`src/rtl/pipe_adder.sv`:
```
// rtl/pipe_adder.sv - stallable pipelined adder/subtractor, one CW-bit chunk resolved per stage
// Optional feature macro: PIPE_ADDER_SUB_EN (builds subtract support on the sub input)
module pipe_adder #(
   parameter int WIDTH  = 32,
   parameter int STAGES = 4
) (
   input  logic             clk,
   input  logic             rst_n,
   input  logic             in_valid,
   output logic             in_ready,
   input  logic [0:WIDTH-1] a,
   input  logic [0:WIDTH-1] b,
   input  logic             cin,
   input  logic             sub,
   output logic             out_valid,
   input  logic             out_ready,
   output logic [0:WIDTH-1] sum,
   output logic             cout,
   output logic             ovf,
   output logic             zero
);

   localparam int CW = WIDTH / STAGES;

   // Pipeline registers; stage k holds result chunks 0..k plus the untouched operand bits.
   logic [STAGES-1:0] v_q;
   logic [STAGES-1:0] c_q;
   logic [STAGES-1:0] z_q;
   logic [STAGES-1:0] o_q;
   logic [WIDTH-1:0]  a_q [STAGES];
   logic [WIDTH-1:0]  b_q [STAGES];
   logic [WIDTH-1:0]  s_q [STAGES];

   // Stage inputs (from the ports for stage 0, from the previous stage otherwise) and next values.
   logic [STAGES-1:0] src_v;
   logic [STAGES-1:0] src_c;
   logic [STAGES-1:0] src_z;
   logic [WIDTH-1:0]  src_a [STAGES];
   logic [WIDTH-1:0]  src_b [STAGES];
   logic [WIDTH-1:0]  src_s [STAGES];
   logic [WIDTH-1:0]  nxt_s [STAGES];
   logic [STAGES-1:0] nxt_c;
   logic [STAGES-1:0] nxt_z;
   logic [STAGES-1:0] nxt_o;
   logic [CW:0]       chunk;

   logic             en;
   logic [WIDTH-1:0] av;
   logic [WIDTH-1:0] bv;
   logic [WIDTH-1:0] beff;
   logic             cin_eff;

   // Ports number bit 0 as the LSB on an ascending range; remap to conventional descending vectors.
   for (genvar i = 0; i < WIDTH; i++) begin : g_bits
      assign av[i]  = a[i];
      assign bv[i]  = b[i];
      assign sum[i] = s_q[STAGES-1][i];
   end

`ifdef PIPE_ADDER_SUB_EN
   // Subtract as a + ~b + 1; the inverted operand travels down the pipe so later chunks see it too.
   assign beff    = sub ? ~bv : bv;
   assign cin_eff = sub ? 1'b1 : cin;
`else
   logic unused_sub;
   assign unused_sub = sub;
   assign beff       = bv;
   assign cin_eff    = cin;
`endif

   // Whole pipe moves together unless a finished result is waiting on the consumer.
   assign en        = !out_valid || out_ready;
   assign in_ready  = en;
   assign out_valid = v_q[STAGES-1];
   assign cout      = c_q[STAGES-1];
   assign ovf       = o_q[STAGES-1];
   assign zero      = z_q[STAGES-1];

   // Route stage sources, then resolve one chunk per stage with the carry handed in from upstream.
   always_comb begin
      src_v = '0;
      src_c = '0;
      src_z = '0;
      nxt_c = '0;
      nxt_z = '0;
      nxt_o = '0;
      chunk = '0;
      src_v[0] = in_valid;
      src_c[0] = cin_eff;
      src_z[0] = 1'b1;
      src_a[0] = av;
      src_b[0] = beff;
      src_s[0] = '0;
      for (int k = 1; k < STAGES; k++) begin
         src_v[k] = v_q[k-1];
         src_c[k] = c_q[k-1];
         src_z[k] = z_q[k-1];
         src_a[k] = a_q[k-1];
         src_b[k] = b_q[k-1];
         src_s[k] = s_q[k-1];
      end
      for (int k = 0; k < STAGES; k++) begin
         chunk = {1'b0, src_a[k][k*CW +: CW]} + {1'b0, src_b[k][k*CW +: CW]}
               + {{CW{1'b0}}, src_c[k]};
         nxt_s[k]              = src_s[k];
         nxt_s[k][k*CW +: CW]  = chunk[CW-1:0];
         nxt_c[k]              = chunk[CW];
         nxt_z[k]              = src_z[k] & (chunk[CW-1:0] == '0);
         // Carry into the chunk's top bit XOR carry out of it; only the last stage's value is used.
         nxt_o[k]              = src_a[k][k*CW+CW-1] ^ src_b[k][k*CW+CW-1]
                               ^ chunk[CW-1] ^ chunk[CW];
      end
   end

   // Shift every stage on advance; asynchronous reset discards everything in flight.
   always_ff @(posedge clk or negedge rst_n) begin
      if (!rst_n) begin
         v_q <= '0;
         c_q <= '0;
         z_q <= '0;
         o_q <= '0;
         for (int k = 0; k < STAGES; k++) begin
            a_q[k] <= '0;
            b_q[k] <= '0;
            s_q[k] <= '0;
         end
      end else if (en) begin
         v_q <= src_v;
         c_q <= nxt_c;
         z_q <= nxt_z;
         o_q <= nxt_o;
         for (int k = 0; k < STAGES; k++) begin
            a_q[k] <= src_a[k];
            b_q[k] <= src_b[k];
            s_q[k] <= nxt_s[k];
         end
      end
   end

endmodule

```
`config.mk`:
```
export PLATFORM = sky130hd
export DESIGN_NAME = pipe_adder
export DESIGN_NICKNAME = d
export VERILOG_FILES = /design/src/rtl/pipe_adder.sv
export SDC_FILE = /design/constraint.sdc
export NUM_CORES = 1
export LEC_CHECK = 0
export ABC_CLOCK_PERIOD_IN_PS = 2700
export BUFFER_PORTS_ARGS = -buffer_cell sky130_fd_sc_hd__buf_2
export CAP_MARGIN = 15
export CELL_PAD_IN_SITES_DETAIL_PLACEMENT = 1
export CELL_PAD_IN_SITES_GLOBAL_PLACEMENT = 1
export CORE_MARGIN = 1
export CORE_UTILIZATION = 30
export CTS_BUF_LIST = sky130_fd_sc_hd__clkbuf_4
export CTS_CLUSTER_SIZE = 28
export DETAILED_ROUTE_END_ITERATION = 10
export PLACE_DENSITY = 0.59
export SLEW_MARGIN = 40
export SYNTH_ARGS = -nofsm -noshare
export SYNTH_HDL_FRONTEND = slang
export SYNTH_SLANG_ARGS = --single-unit
```
`constraint.sdc`:
```
create_clock -name clk -period 2.7 [get_ports clk]
set_input_delay 0.135 -clock clk [delete_from_list [all_inputs] [get_ports clk]]
set_output_delay 0.135 -clock clk [all_outputs]
set_load 0.02 [all_outputs]
```
==> qor.txt, run 1 <==
Final Max Slew Viols -> 0
Tmin final -> 2350 ps
# H-tree levels -> 4
Yosys cell types -> 39
clk root buf -> clkbuf_4
Worst Setup End Kind -> flop
post-synthesis mux area share -> 0.00815
synth-to-layout area growth -> 21.6%
Setup-failing EPs final -> 0
CP Data Required Time -> 3200 ps
Synth Area in Simple Gates -> 0.251
compound-gate portion of the synthesized area -> 0.0637
area used by multi-input combinational logic -> 0.00337 mm²
warnings from Yosys -> 0
Port Buffer Count -> 105
first-pass GRT wire length -> 33500 µm
gr ovfl total -> 0
number of global-route vias before repair -> 6749
Final ANT Viol Nets -> 0
fmax -> 425 MHz
mapped cell area -> 0.00829 mm²
synth top area cells -> dfrtp_1 57%, nand2_1 21%, ha_1 4.2%
startpoint types -> flop
Longest Clk Path Bufs -> 2
Reg2Reg Setup Slack -> 350 ps
CTS clk-pin slew, worst paths -> 160 ps
DR WL/cell -> 13.5 µm
outcome -> finished clean
# Post-CTS Setup Buffers -> 0
largest net degree at the start of global routing -> 135
vias per inst -> 4.45
fin crit share -> 0.872
total core area -> 0.0270 mm²
RSZ-0062 raised after global routing -> false
Nets -> 1176
Power, Total -> 11.0 mW
Tightest Pin Transition -> 618 ps
die height -> 168 µm
DRT iter0 DRCs -> 389
Routed WL -> 19200 µm
#FFs+latches synth -> 189
I/O pin count -> 107
Post-Synthesis Cells -> 921
Mean Syn Cell Area -> 9.00 µm²
Synth area leader -> dfrtp_1
DRC viols -> 0
VDD IR max -> 0.414 mV
kind of critical path -> flop to flop
TritonCTS clock tree -> yes
row count -> 60
commonest non-fill, non-tap cell in the layout -> nand2_1
antenna violations before repair -> 1
Clock Latency Late Sink -> 560 ps
via count -> 6336
max-cap violations -> 0
CTS resizes -> 0
adder-cell area share of the yosys netlist -> 0.0616
hpwl dp -> 13100 µm
GPL Wtd Cong -> 0.766
TNS Setup -> 0 ps
Worst EP arrival -> 2850 ps
Leak -> 5.26 nW
Post-Synth XOR/XNOR Area -> 0.0211
DRT Pass-1 Iters -> 4
clock skew -> 29.5 ps
main combinational cell family by area after synthesis -> simple AND/OR/NAND/NOR gates
P per Cell Area -> 1090 mW/mm²
Register Area -> 0.00473 mm²
share of the synthesized area in the top cell type -> 0.570
total of fill cells in the finished design -> 3239
overall routing resource usage -> 0.148
Slew headroom -> 0.588
Die Wd -> 168 µm
post-synthesis sequential area ratio -> 0.570
Inserted Clock Buffers -> 17
CTS sink count -> 189
full die area -> 0.0283 mm²
most frequent cells in the layout -> 475 x nand2_1, 189 x dfrtp_1, 104 x buf_2
Final Hold Vio Count -> 0
Hold Crit Class -> primary input to flop
share of post-route cells with drive strength above 1 -> 0.149
CP max FO -> 3
Initial Util -> 0.307
Post-Syn Nets -> 1027
-- sequential cells by signal, summed over array words and instances, names as in the netlist --
signal	flops
sum	32
nxt_s	48
o_q	1
c_q	4
b_q	48
v_q	4
z_q	4
a_q	48
-- final timing paths --
kind / end / start / depth (start not counted)
setup / recovery: z_q[2] / c_q[1] / 8
hold / removal: nxt_s[65] / a[1] / 4
setup reg to reg: z_q[2] / c_q[1] / 8
hold reg to reg: a_q[95] / a_q[127] / 2
max in group asynchronous: a_q[86] / rst_n / 3
min in group asynchronous: sum[12] / rst_n / 2
-- cell families (layout without fill, tap and decap cells) --
family          count (synthesis)  count (layout)
xor+xnor                       20              20
flops                         189             189
mux                             6               6
simple gates                  532             532
buf+inv                        52             214
compound gates                 86              86
fa+ha+maj                      36              36
other cells                     0               1
-- Yosys cell counts --
cell type / instances
nand3_1: 7
nor2_1: 25
and4b_1: 1
nor2b_1: 3
a21o_2: 1
and3_1: 1
nand4b_1: 1
or4_1: 3
nand4_1: 5
xnor2_1: 8
a21oi_1: 21
nor3_1: 2
clkbuf_1: 35
a211oi_1: 4
xor2_1: 12
nand2_1: 475
nor4b_1: 1
a31oi_1: 3
o21bai_1: 1
mux2_2: 6
nand2b_1: 6
a21o_1: 10
or3b_2: 1
o21a_1: 6
fa_1: 8
a2111oi_0: 1
inv_2: 1
a211oi_2: 1
nor4_1: 1
inv_1: 11
buf_2: 5
a32o_1: 1
o211ai_1: 1
o21ai_0: 30
o31a_1: 1
ha_1: 28
o31ai_1: 3
a31o_2: 2
dfrtp_1: 189
-- metal layers --
| layer | track usage | wire [µm] |
|---|---|---|
| met2 | 0.240 | 8840 |
| met3 | 0.0226 | 458 |
| met5 | 0 | 0 |
| met4 | 0.0391 | 147 |
| met1 | 0.205 | 9780 |
-- power by group --
group | switching [mW] | leakage [nW] | internal, mW
clock network | 1.04 | 0.158 | 0.581
logic | 2.83 | 2.81 | 1.83
registers | 0.658 | 2.29 | 4.02
-- worst max-delay path, stage by stage, from the launching register on --
cell and delay (ps):
dfrtp_1 440, fa_1 490, fa_1 420, a21o_1 190
nand4_1 90, nand3_1 110, xor2_1 180, nor4_1 200
a32o_1 200
-- metrics by stage --
stage / hold slack, ps / cells / instance area (µm²) / worst slack (ps) / utilization
floorplan: -161 / 921 / 8290 / 515 / -
global placement: 194 / 1338 / 9240 / 382 / 0.342
detailed placement: 190 / 1338 / 9240 / 360 / 0.342
CTS: 1.79 / 1424 / 10100 / 307 / 0.373
global route: 0.960 / 1425 / 10100 / 149 / 0.373
finish: 49.4 / 1425 / 10100 / 346 / 0.373
-- what timing repair did --
item | 4_1_cts | 5_1_grt
hold buffers | 54 | 0
endpoints found under the hold margin | 117 | 0
setup endpoints to repair | 0 | 0
-- area by class of cell --
cell class                      instances  area share
Multi-Input combinational cell        680       0.334
Antenna cell                            1    0.000248
Timing Repair Buffer                  170       0.120
Clock inverter                         15      0.0168
Sequential cell                       189       0.469
Tap cell                              341      0.0423
Inverter                               12     0.00496
Clock buffer                           17      0.0127
Power figures use the tool's default switching activity.
==> run 2, diff against run 1 <==
--- a/config.mk
+++ b/config.mk
@@ -6,7 +6,6 @@
 export NUM_CORES = 1
 export LEC_CHECK = 0
 export ABC_CLOCK_PERIOD_IN_PS = 2700
-export BUFFER_PORTS_ARGS = -buffer_cell sky130_fd_sc_hd__buf_2
 export CAP_MARGIN = 15
 export CELL_PAD_IN_SITES_DETAIL_PLACEMENT = 1
 export CELL_PAD_IN_SITES_GLOBAL_PLACEMENT = 1
@@ -15,7 +14,8 @@
 export CTS_BUF_LIST = sky130_fd_sc_hd__clkbuf_4
 export CTS_CLUSTER_SIZE = 28
 export DETAILED_ROUTE_END_ITERATION = 10
-export PLACE_DENSITY = 0.59
+export DONT_BUFFER_PORTS = 1
+export PLACE_DENSITY = 0.55
 export SLEW_MARGIN = 40
 export SYNTH_ARGS = -nofsm -noshare
 export SYNTH_HDL_FRONTEND = slang
==> qor.txt, run 2 (same netlist as run 1, synthesis figures left out) <==
outcome -> finished with violations
failing checks -> hold timing
clk root buf -> clkbuf_4
Hold Crit Class -> primary input to async pin
hpwl dp -> 12200 µm
via count -> 5998
CTS clk-pin slew, worst paths -> 170 ps
kind of critical path -> primary input to flop
max-cap violations -> 0
die height -> 168 µm
P per Cell Area -> 1100 mW/mm²
Leak -> 4.82 nW
Final ANT Viol Nets -> 0
DRT iter0 DRCs -> 322
met3 Track Usage GR -> 0.0329
Clock Latency Late Sink -> 570 ps
VDD IR max -> 0.314 mV
CTS sink count -> 189
commonest non-fill, non-tap cell in the layout -> nand2_1
Initial Util -> 0.307
TNS Setup -> 0 ps
Inserted Clock Buffers -> 17
CP max-delay cell -> dlygate4sd3_1
Power, Total -> 10.5 mW
fmax -> 395 MHz
# H-tree levels -> 4
TritonCTS clock tree -> yes
full die area -> 0.0283 mm²
I/O pin count -> 107
vias per inst -> 4.53
GR peak layer -> met2
DR WL/cell -> 14.2 µm
Port Buffer Count -> 0
CP bufs+invs -> 4
overall routing resource usage -> 0.144
GPL Wtd Cong -> 0.745
Slew headroom -> 0.476
startpoint types -> primary input
CP max FO -> 2
grt met2 use -> 0.219
synth-to-layout area growth -> 15.1%
gr ovfl total -> 0
first-pass GRT wire length -> 32500 µm
met1 GRT Util -> 0.205
Worst EP arrival -> 3020 ps
delay-heaviest family, CP -> buffers and inverters
Tmin final -> 2530 ps
antenna violations before repair -> 1
fin crit share -> 0.938
RSZ-0062 raised after global routing -> false
total core area -> 0.0270 mm²
crit path cell chain -> dlygate4sd3_1 -> inv_1 -> fa_1 -> inv_1 -> fa_1 -> dlygate4sd3_1 -> nor4b_1 -> nand4_1 -> o31ai_1
most frequent cells in the layout -> 475 x nand2_1, 189 x dfrtp_1, 64 x dlygate4sd3_1
clock skew -> 30.3 ps
Setup-failing EPs final -> 0
Nets -> 1077
Worst Setup End Kind -> flop
number of global-route vias before repair -> 6280
worst hold margin -> -762 ps
DRT Pass-1 Iters -> 4
reg2reg start -> c_q[1]
CTS resizes -> 0
DRC viols -> 0
Hold-fix buffers, CTS -> 64
Tightest Pin Transition -> 786 ps
CP Data Required Time -> 3190 ps
share of post-route cells with drive strength above 1 -> 0.0509
Final Max Slew Viols -> 0
Final Hold Vio Count -> 189
Routed WL -> 18800 µm
Die Wd -> 168 µm
Longest Clk Path Bufs -> 2
largest net degree at the start of global routing -> 190
row count -> 60
CP startpoint -> cin
CP peak stage delay -> 590 ps
==> run 2: changes by cell type in the layout (fill, tap and decap cells not counted) <==
| cell | previous run | this run |
|---|---|---|
| inv_6 | 8 | 3 |
| bufinv_16 | 2 | 1 |
| buf_2 | 104 | 0 |
| clkinv_4 | 0 | 2 |
| clkbuf_4 | 17 | 18 |
| inv_8 | 2 | 4 |
| clkbuf_8 | 1 | 0 |
| clkinv_2 | 2 | 1 |
| buf_12 | 4 | 1 |
| dlygate4sd3_1 | 54 | 64 |
| buf_4 | 7 | 6 |
==> run 2: report_power, final <==
group,total [mW],internal [mW],switching (mW)
clock,1.54,0.490,1.05
combinational,3.92,1.61,2.31
sequential,5.09,4.02,1.07
total,10.5,6.12,4.42
==> run 2: area by class of cell <==
type                            count  area (µm²)
Tap cell                          341         427
Antenna cell                        1        2.50
Sequential cell                   189        4730
Multi-Input combinational cell    680        3370
Inverter                           12        50.0
Timing Repair Buffer               71         706
Clock inverter                     12         130
Clock buffer                       18         135
Fill cell                        3164       17500
==> run 2: final timing paths <==
path	endpoint	depth (start not counted)	slack, ps
max in group asynchronous	b_q[87]	0	3110
worst max-delay path	z_q[0]	9	170
worst max register to register	z_q[2]	8	310
worst min register to register	nxt_s[13]	2	470
worst min-delay path	nxt_s[11]	0	-760
min in group clk	z_q[0]	3	50
==> run 2: what timing repair did <==
action | CTS | global route
setup endpoints to repair | 0 | 0
hold endpoints to repair | 268 | 189
setup buffers | 0 | 0
==> run 2: routing by layer <==
metal	vias to the layer above	wire length, µm
met3	12	603
li1	3027	-
met5	-	0
met1	2880	9700
met2	79	8330
met4	0	168
==> run 2: metrics by stage <==
| step | area, µm² | hold WS [ps] | worst slack (ps) | std cells | utilization |
|---|---|---|---|---|---|
| finish | 9550 | -762 | 169 | 1324 | 0.353 |
| global route | 9550 | -879 | 131 | 1324 | 0.353 |
| CTS | 9550 | -839 | 228 | 1323 | 0.353 |
| detailed placement | 8640 | -155 | 319 | 1229 | 0.320 |
| global placement | 8640 | -154 | 390 | 1229 | 0.320 |
| floorplan | 8290 | -161 | 515 | 921 | - |
==> run 2: worst reg2reg max path, cell delays in order, from the launching register on <==
cell and delay (ps):
dfrtp_1 430, fa_1 480, fa_1 410, a21o_1 190, nand4_1 80, nand3_1 110
xor2_1 180, nor4_1 240, a32o_1 210
==> run 3, diff against run 2 <==
--- a/config.mk
+++ b/config.mk
@@ -9,6 +9,7 @@
 export CAP_MARGIN = 15
 export CELL_PAD_IN_SITES_DETAIL_PLACEMENT = 1
 export CELL_PAD_IN_SITES_GLOBAL_PLACEMENT = 1
+export CORE_ASPECT_RATIO = 0.9
 export CORE_MARGIN = 1
 export CORE_UTILIZATION = 30
 export CTS_BUF_LIST = sky130_fd_sc_hd__clkbuf_4
==> qor.txt, run 3 (same netlist as run 1, synthesis figures left out) <==
P per Cell Area -> 1100 mW/mm²
total core area -> 0.0271 mm²
CP peak stage delay -> 590 ps
clock skew -> 22.4 ps
startpoint types -> primary input
Placed Instance Area -> 0.00868 mm²
share of post-route cells with drive strength above 1 -> 0.0525
CP max-delay cell -> dlygate4sd3_1
Worst Setup End Kind -> flop
Setup-failing EPs final -> 0
failing checks -> hold timing
fin crit share -> 0.958
fin area -> 0.00988 mm²
Final Max Slew Viols -> 0
TNS Setup -> 0 ps
max-cap violations -> 0
Register Area -> 0.00473 mm²
crit path cell chain -> dlygate4sd3_1 -> fa_2 -> a21o_1 -> nand4_1 -> nand3_1 -> a21o_1 -> a21oi_1 -> dlygate4sd3_1 -> a21oi_1 -> dlygate4sd3_1
CP bufs+invs -> 3
CTS clk-pin slew, worst paths -> 190 ps
Nets -> 1102
full die area -> 0.0283 mm²
DRC viols -> 0
CP startpoint -> b[1]
Longest Clk Path Bufs -> 2
CP Data Required Time -> 3170 ps
kind of critical path -> primary input to flop
gr ovfl total -> 0
Reg2Reg Setup Slack -> 230 ps
Initial Util -> 0.306
Worst EP arrival -> 3060 ps
outcome -> finished with violations
VDD IR max -> 0.302 mV
number of global-route vias before repair -> 6619
Tmin final -> 2590 ps
# H-tree levels -> 4
most used cell, CP -> dlygate4sd3_1
most frequent cells in the layout -> 475 x nand2_1, 189 x dfrtp_1, 89 x dlygate4sd3_1
largest net degree at the start of global routing -> 190
hpwl dp -> 12400 µm
antenna violations before repair -> 1
overall routing resource usage -> 0.149
vias per inst -> 4.51
TritonCTS clock tree -> yes
Final Hold Vio Count -> 189
Leak -> 4.95 nW
Final ANT Viol Nets -> 0
fmax -> 386 MHz
row count -> 57
CP max FO -> 2
Hold-fix buffers, CTS -> 89
delay-heaviest family, CP -> buffers and inverters
CTS sink count -> 189
first-pass GRT wire length -> 33800 µm
GPL Wtd Cong -> 0.772
RSZ-0062 raised after global routing -> false
r2r endpoint -> z_q[0]
synth-to-layout area growth -> 19.1%
worst hold margin -> -798 ps
Hold Crit Class -> primary input to async pin
Port Buffer Count -> 0
area used by multi-input combinational logic -> 0.00337 mm²
Slew headroom -> 0.692
DRT iter0 DRCs -> 318
DR WL/cell -> 14.2 µm
total of fill cells in the finished design -> 3186
I/O pin count -> 107
clk root buf -> clkbuf_4
reg2reg start -> v_q[3]
via count -> 6149
DRT Pass-1 Iters -> 6
R2R depth -> 6
commonest non-fill, non-tap cell in the layout -> nand2_1
Clock Latency Late Sink -> 590 ps
Tightest Pin Transition -> 462 ps
Inserted Clock Buffers -> 17
Routed WL -> 19300 µm
Die Wd -> 177 µm
die height -> 160 µm
-- run 3: cell type report --
| type | count | share of cell area |
|---|---|---|
| Sequential cell | 189 | 0.479 |
| Multi-Input combinational cell | 680 | 0.341 |
| Timing Repair Buffer | 96 | 0.0993 |
| Tap cell | 354 | 0.0448 |
| Clock inverter | 15 | 0.0175 |
| Clock buffer | 17 | 0.0129 |
| Inverter | 12 | 0.00507 |
| Antenna cell | 1 | 0.000253 |
-- run 3: metal layers --
metal / vias to the layer above / part of all wire / global-route usage
met4: 0 / 0.011 / 0.0416
met5: - / 0 / 0
li1: 3072 / - / -
met3: 14 / 0.031 / 0.0314
met2: 74 / 0.44 / 0.222
met1: 2989 / 0.52 / 0.216
-- run 3: timing repair --
| item | CTS | global route |
|---|---|---|
| setup buffers | 0 | 0 |
| gates resized for setup | 0 | 1 |
| endpoints found under the hold margin | 303 | 189 |
| setup endpoints to repair | 0 | 1 |
-- run 3: worst max-delay path by stage --
stage / endpoint / depth (start not counted) / slack (ps)
detailed placement: z_q[2] / 8 / 350
global placement: z_q[2] / 8 / 380
floorplan: nxt_s[47] / 7 / 520
finish: c_q[0] / 10 / 110
CTS: c_q[0] / 10 / 130
global route: c_q[0] / 10 / 60
-- run 3: per-stage QoR --
step                      worst slack, ps  total power, mW  std cells   util
after floorplan                       515             7.97        921      -
after detailed placement              350             9.18       1242  0.320
final                                 113             10.8       1364  0.364
after global placement                378             9.07       1242  0.320
after CTS                             131             11.1       1363  0.364
after global routing                 59.9             11.9       1364  0.364
-- run 3: report_power, final --
part	switching, mW	internal [mW]
sequential	1.07	4.02
combinational	2.37	1.75
clock	1.12	0.512
